[config.mk]
export PLATFORM = sky130hd
export DESIGN_NAME = cell_bist_flat
export DESIGN_NICKNAME = d
export VERILOG_FILES = /design/src/rtl/cell_bist_if.sv /design/src/rtl/cell_bist.sv /design/src/flat_wrapper.sv
export SDC_FILE = /design/constraint.sdc
export NUM_CORES = 1
export LEC_CHECK = 0
export BUFFER_PORTS_ARGS = -buffer_cell sky130_fd_sc_hd__buf_2
export CAP_MARGIN = 20
export CORE_AREA = 2 2 62 64
export DETAILED_ROUTE_END_ITERATION = 12
export DIE_AREA = 0 0 64 66
export PLACE_DENSITY_LB_ADDON = 0.1
export SKIP_CTS_REPAIR_TIMING = 1
export SLEW_MARGIN = 20
export SYNTH_ARGS = -nofsm -noshare
export SYNTH_HDL_FRONTEND = slang
export SYNTH_SLANG_ARGS = --single-unit
[constraint.sdc]
create_clock -name clk -period 1.7 [get_ports clk]
set_input_delay 0.34 -clock clk [delete_from_list [all_inputs] [get_ports clk]]
set_output_delay 0.34 -clock clk [all_outputs]
set_load 0.02 [all_outputs]
[src/rtl/cell_bist_if.sv]
// cell_bist_if: run control, cell-under-test pins and result bus of the BIST engine
interface cell_bist_if;
  logic        start;
  logic [15:0] golden;
  logic        cut_y;
  logic [3:0]  cut_in;
  logic        busy;
  logic        done;
  logic        pass;
  logic [15:0] sig;
  modport master (output start, golden, cut_y, input cut_in, busy, done, pass, sig);
  modport slave  (input start, golden, cut_y, output cut_in, busy, done, pass, sig);
endinterface

[src/rtl/cell_bist.sv]
// cell_bist: exhaustive 16-pattern BIST of a 4-input cell with CRC-16 signature compaction
module cell_bist #(
  parameter int          SETTLE   = 1,
  parameter logic [15:0] SIG_SEED = 16'hFFFF
) (
  input logic       clk,
  input logic       clrb,
  cell_bist_if.slave b
);
  typedef enum logic [2:0] {IDLE, APPLY, SAMPLE, COMPARE, DONE} state_t;
  state_t      state;
  logic [3:0]  pat, idx, cnt, cut_in, nxt;
  logic [15:0] sig;
  logic        pass, fb;
  // the LFSR never reaches zero, so the last pattern is forced to cover 4'b0000
  assign nxt = idx == 4'd14 ? 4'd0 : {pat[2:0], pat[3] ^ pat[2]};
  assign fb  = sig[15] ^ b.cut_y;
  always_ff @(posedge clk or negedge clrb)
    if (!clrb) begin
      state  <= IDLE;
      pat    <= 4'b0001;
      idx    <= '0;
      cnt    <= '0;
      cut_in <= '0;
      sig    <= SIG_SEED;
      pass   <= 1'b0;
    end else
      case (state)
        IDLE: if (b.start) begin
          state  <= APPLY;
          pat    <= 4'b0001;
          cut_in <= 4'b0001;
          sig    <= SIG_SEED;
          idx    <= '0;
          cnt    <= '0;
          pass   <= 1'b0;
        end
        APPLY: begin
          state <= cnt == 4'(SETTLE - 1) ? SAMPLE : APPLY;
          cnt   <= cnt == 4'(SETTLE - 1) ? 4'd0 : cnt + 4'd1;
        end
        SAMPLE: begin
          sig <= {sig[14:0], 1'b0} ^ (fb ? 16'h1021 : 16'h0000);
          if (idx == 4'd15) begin
            state  <= COMPARE;
            cut_in <= '0;
          end else begin
            state  <= APPLY;
            idx    <= idx + 4'd1;
            pat    <= nxt;
            cut_in <= nxt;
          end
        end
        COMPARE: begin
          pass  <= sig == b.golden;
          state <= DONE;
        end
        DONE:    state <= b.start ? DONE : IDLE;
        default: state <= IDLE;
      endcase
  assign b.cut_in = cut_in;
  assign b.sig    = sig;
  assign b.pass   = pass;
  assign b.busy   = state == APPLY || state == SAMPLE || state == COMPARE;
  assign b.done   = state == DONE;
endmodule

[src/flat_wrapper.sv]
// flat-port wrapper written by rule: the top's interface ports become plain ports
module cell_bist_flat 
#(
  parameter int          SETTLE   = 1,
  parameter logic [15:0] SIG_SEED = 16'hFFFF
)
  (clk, clrb, b_start, b_golden, b_cut_y, b_cut_in, b_busy, b_done, b_pass, b_sig);
  cell_bist_if b_i ();
  input logic clk;
  input logic clrb;
  input wire logic [$bits(b_i.start)-1:0] b_start;
  input wire logic [$bits(b_i.golden)-1:0] b_golden;
  input wire logic [$bits(b_i.cut_y)-1:0] b_cut_y;
  output wire logic [$bits(b_i.cut_in)-1:0] b_cut_in;
  output wire logic [$bits(b_i.busy)-1:0] b_busy;
  output wire logic [$bits(b_i.done)-1:0] b_done;
  output wire logic [$bits(b_i.pass)-1:0] b_pass;
  output wire logic [$bits(b_i.sig)-1:0] b_sig;
  assign b_i.start = b_start;
  assign b_i.golden = b_golden;
  assign b_i.cut_y = b_cut_y;
  assign b_cut_in = b_i.cut_in;
  assign b_busy = b_i.busy;
  assign b_done = b_i.done;
  assign b_pass = b_i.pass;
  assign b_sig = b_i.sig;
  cell_bist #(.SETTLE(SETTLE), .SIG_SEED(SIG_SEED)) u_core (.clk(clk), .clrb(clrb), .b(b_i));
endmodule
==> results summary <==
For met1 alone, demand over resource in global routing was 0.272. The total of fill cells in the finished design is 295. In this run the number of H-tree levels came out at 2.

The synthesized net count came out at 208. The sum of net half-perimeters after detailed placement is 2870 um. The number of slew-limit violations in the final report is 0.

The starting density of the core came out at 0.516. The number of warnings printed during yosys synthesis is 0. The startpoint identified for the worst register-to-register timing path is u_core.state[2]$_DFFE_PN0P_. The total via count after detailed routing came out at 1,513. In this design, the critical path's most frequently occurring cell is sky130_fd_sc_hd__buf_6. STA classifies the critical path startpoint as a flop. For this run, the leading register cell type out of synthesis is sky130_fd_sc_hd__dfrtp_1.

TritonCTS built the clock tree. The highest ir drop seen on vdd came out at 0.000907 V. The count of unresolved DRC violations after routing came out at 0. The post-route clock period utilization came out at 0.966. The endpoint type of the worst setup path is a primary output. The number of violations reported at the end of detailed-routing iteration 0 is 73. The count of inserted antenna diode cells is 0. The final hold violation count is 0.

The minimum clock period after layout came out at 1.64 ns. The slew at the pin with the worst max-slew slack came out at 0.464 ns. A synthesized cell averages 9.95 sq um. The run finished with clean final reports. The die extent in x came out at 64 um. The footprint of the multi-input gates is 877 sq um. The via-per-instance ratio is 5.35. The sequential element share of the synthesized area came out at 0.504.

The largest individual stage delay along the critical path comes from the cell sky130_fd_sc_hd__dfrtp_1. The via count of the first global-routing pass was 1,538. Counting flops with an async set or reset pin after synthesis yields a share of 1.00. The leakage power came out at 1.01 nW.

The met2 track utilization from global routing came out at 0.372. Data arrives at the worst endpoint at 1.30 ns. Routability-driven placement finished with a final weighted congestion of 0.778. The maximum achievable frequency came out at 609 MHz. After detailed routing, the total wire length is 4180 um.

In this run the worst hold path is classified as input pin to async pin. The path type of the worst setup path is flop to primary output. In the final layout, the share of cells above drive strength 1 is 0.374. Setup slack on the critical path of the routed design comes to 0.0572 ns.

The worst-path maximum fanout came out at 10. The number of buffers and inverters on the critical path is 2. The count of mapped cells out of synthesis is 184.

The floorplan die area came out at 4220 sq um. The commonest cells after synthesis are 36 x sky130_fd_sc_hd__nand2_1, 20 x sky130_fd_sc_hd__o21ai_0, 19 x sky130_fd_sc_hd__dfrtp_1. sky130_fd_sc_hd__dfrtp_1 takes more of the synthesized area than any other cell.

In the final timing run, aggregate negative setup slack is 0 ns. The kind of cell with the highest combined delay along the critical path is flip-flops. Measured against its own limit, the worst slew margin works out to 0.688. The number of antenna violations at the first check in global routing is 0. The largest stage delay on the critical path is 0.42 ns.

The flip-flop and latch count after synthesis came out at 36. Yosys mapped a number of flops with a built-in enable equal to 0. The number of clock buffers added by TritonCTS is 5.

The top-level port count came out at 43. The total track usage came out at 0.219. The maximum number of pins on one net before global-route repair came out at 37. Of the post-synthesis cell area, the dominant cell type holds 0.260.

By area the synthesized netlist is led by sky130_fd_sc_hd__dfrtp_1 26%, sky130_fd_sc_hd__dfstp_2 24%, sky130_fd_sc_hd__nand2_1 7.4%, sky130_fd_sc_hd__xnor2_1 7.2%, sky130_fd_sc_hd__o21ai_0 5.5%. Setup repair after global routing could not meet its margin everywhere. The final setup violation count came out at 0.

The tool flagged a number of max-cap violations equal to 0. The global routing met3 resource utilization is 0.0562. Tracing the worst setup path back leads to its startpoint at u_core.state[0]$_DFFE_PN0P_. In the final design database the tool counted 258 nets. The clock insertion delay at the later pin of the skew report is 0.34 ns. The count of different cell masters after synthesis came out at 34. For the final database, setup skew stands at 0.00489 ns. In this run the most used layer during global routing was met2. The global-route congestion overflow total came out at 0.

Counting every sink on the clock net gives 36. The first-pass iteration count of the detailed router is 4. The area of the mapped netlist is 1830 sq um. The floorplan has 22 rows. The first-pass GRT wire length came out at 7020 um. The maximum clock insertion buffer count is 2. Power spread over the standard cell area amounts to 1830 nW/um^2.

The signal on the critical path passes through buf_6 > nor2_4 > and2_4 > buf_6. The area added between synthesis and finish is 22.9%. Input and output buffers added on the ports amount to 42. The root buffer cell chosen for the clock tree is sky130_fd_sc_hd__clkbuf_4. The sequential cells in the finished layout cover a total of 922 sq um. The clock-pin transition on the worst setup and hold timing paths came out at 0.12 ns. The height of the die came out at 66 um. Data on the critical path is required at its endpoint by 1.36 ns. By instance count, the leading cell after synthesis is sky130_fd_sc_hd__nand2_1.

The average routed wire per standard cell is 14.8 um. The worst slack at placement is 0.0900 ns. The core region is 3550 sq um. The remaining antenna violation count after routing came out at 0.
## worst reg2reg max path: stages, from the launching register on
cell and delay, ns:
sky130_fd_sc_hd__dfrtp_1 0.41, sky130_fd_sc_hd__buf_4 0.16, sky130_fd_sc_hd__nor4b_2 0.26, sky130_fd_sc_hd__buf_4 0.28, sky130_fd_sc_hd__a21oi_1 0.14, sky130_fd_sc_hd__a22o_1 0.23
## cell families after synthesis
logic type / Yosys count / synth area share
XOR/XNOR: 22 / 0.105
AND/OR/NAND/NOR: 67 / 0.174
multiplexers: 2 / 0.0116
AO/OA/AOI/OAI: 40 / 0.146
flip-flops: 36 / 0.504
adder cells (fa/ha/maj): 4 / 0.0273
buffers and inverters: 13 / 0.0328
## cell type report
class                           instances  share of cell area
Clock buffer                            5              0.0167
Inverter                                4             0.00667
Tap cell                               48              0.0267
Sequential cell                        36               0.410
Multi-Input combinational cell        135               0.390
Clock inverter                          3              0.0189
Timing Repair Buffer                   52               0.131
## registers in the layout (all words and copies together), names as in the netlist
name,count
u_core.b.sig,16
u_core.b.cut_in,4
u_core.cnt,4
u_core.idx,4
u_core.pat,4
u_core.state,3
u_core.b.pass,1
## power breakdown
part / total (W) / internal, W / switching [W]
Combinational: 0.00190 / 0.000785 / 0.00112
Clock: 0.000613 / 0.000307 / 0.000307
Sequential: 0.00161 / 0.00130 / 0.000307
Total: 0.00412 / 0.00239 / 0.00173
## stage by stage
step           instance area, sq um  hold WS [ns]  utilization  power (W)  instances
2_1_floorplan                  1830        0.0444            -    0.00285        184
3_3_place_gp                   2130         0.399        0.599    0.00338        274
3_5_place_dp                   2130         0.409        0.599    0.00345        274
4_1_cts                        2210        0.0157        0.622    0.00409        282
5_1_grt                        2250        0.0325        0.634    0.00442        283
6_report                       2250        0.0252        0.634    0.00412        283
## placed cells by master, fill, tap and decap left out, types with 2 or more instances in the layout
cell type / count
sky130_fd_sc_hd__buf_6: 2
sky130_fd_sc_hd__ha_1: 4
sky130_fd_sc_hd__nor2_1: 7
sky130_fd_sc_hd__buf_4: 9
sky130_fd_sc_hd__nand4_1: 2
sky130_fd_sc_hd__nor3b_2: 2
sky130_fd_sc_hd__nor3_1: 3
sky130_fd_sc_hd__nand2_1: 36
sky130_fd_sc_hd__buf_2: 41
sky130_fd_sc_hd__inv_1: 4
sky130_fd_sc_hd__a21oi_1: 6
sky130_fd_sc_hd__nand3_1: 6
sky130_fd_sc_hd__xor2_1: 7
sky130_fd_sc_hd__clkbuf_4: 5
sky130_fd_sc_hd__xnor2_1: 15
sky130_fd_sc_hd__nand3b_1: 2
sky130_fd_sc_hd__o21ai_0: 20
sky130_fd_sc_hd__dfstp_2: 17
sky130_fd_sc_hd__a22o_1: 8
sky130_fd_sc_hd__dfrtp_1: 19
## worst paths after layout
check,to,cells after the start,slack [ns]
min in group clk,u_core.state[2]$_DFFE_PN0P_,2,0.30
hold / removal,u_core.state[0]$_DFFE_PN0P_,2,0.03
setup / recovery,b_done,4,0.06
setup reg to reg,u_core.pat[1]$_DFFE_PN0P_,5,0.12
max in group asynchronous,u_core.b.sig[15]$_DFFE_PN1P_,2,1.33
hold reg to reg,u_core.b.sig[3]$_DFFE_PN1P_,2,0.48
## routing by layer
layer | share of wire | routed length (um)
met1 | 0.46 | 1910
met2 | 0.50 | 2070
met3 | 0.035 | 145
met4 | 0.012 | 52
met5 | 0 | 0
Power figures use the tool's default switching activity.
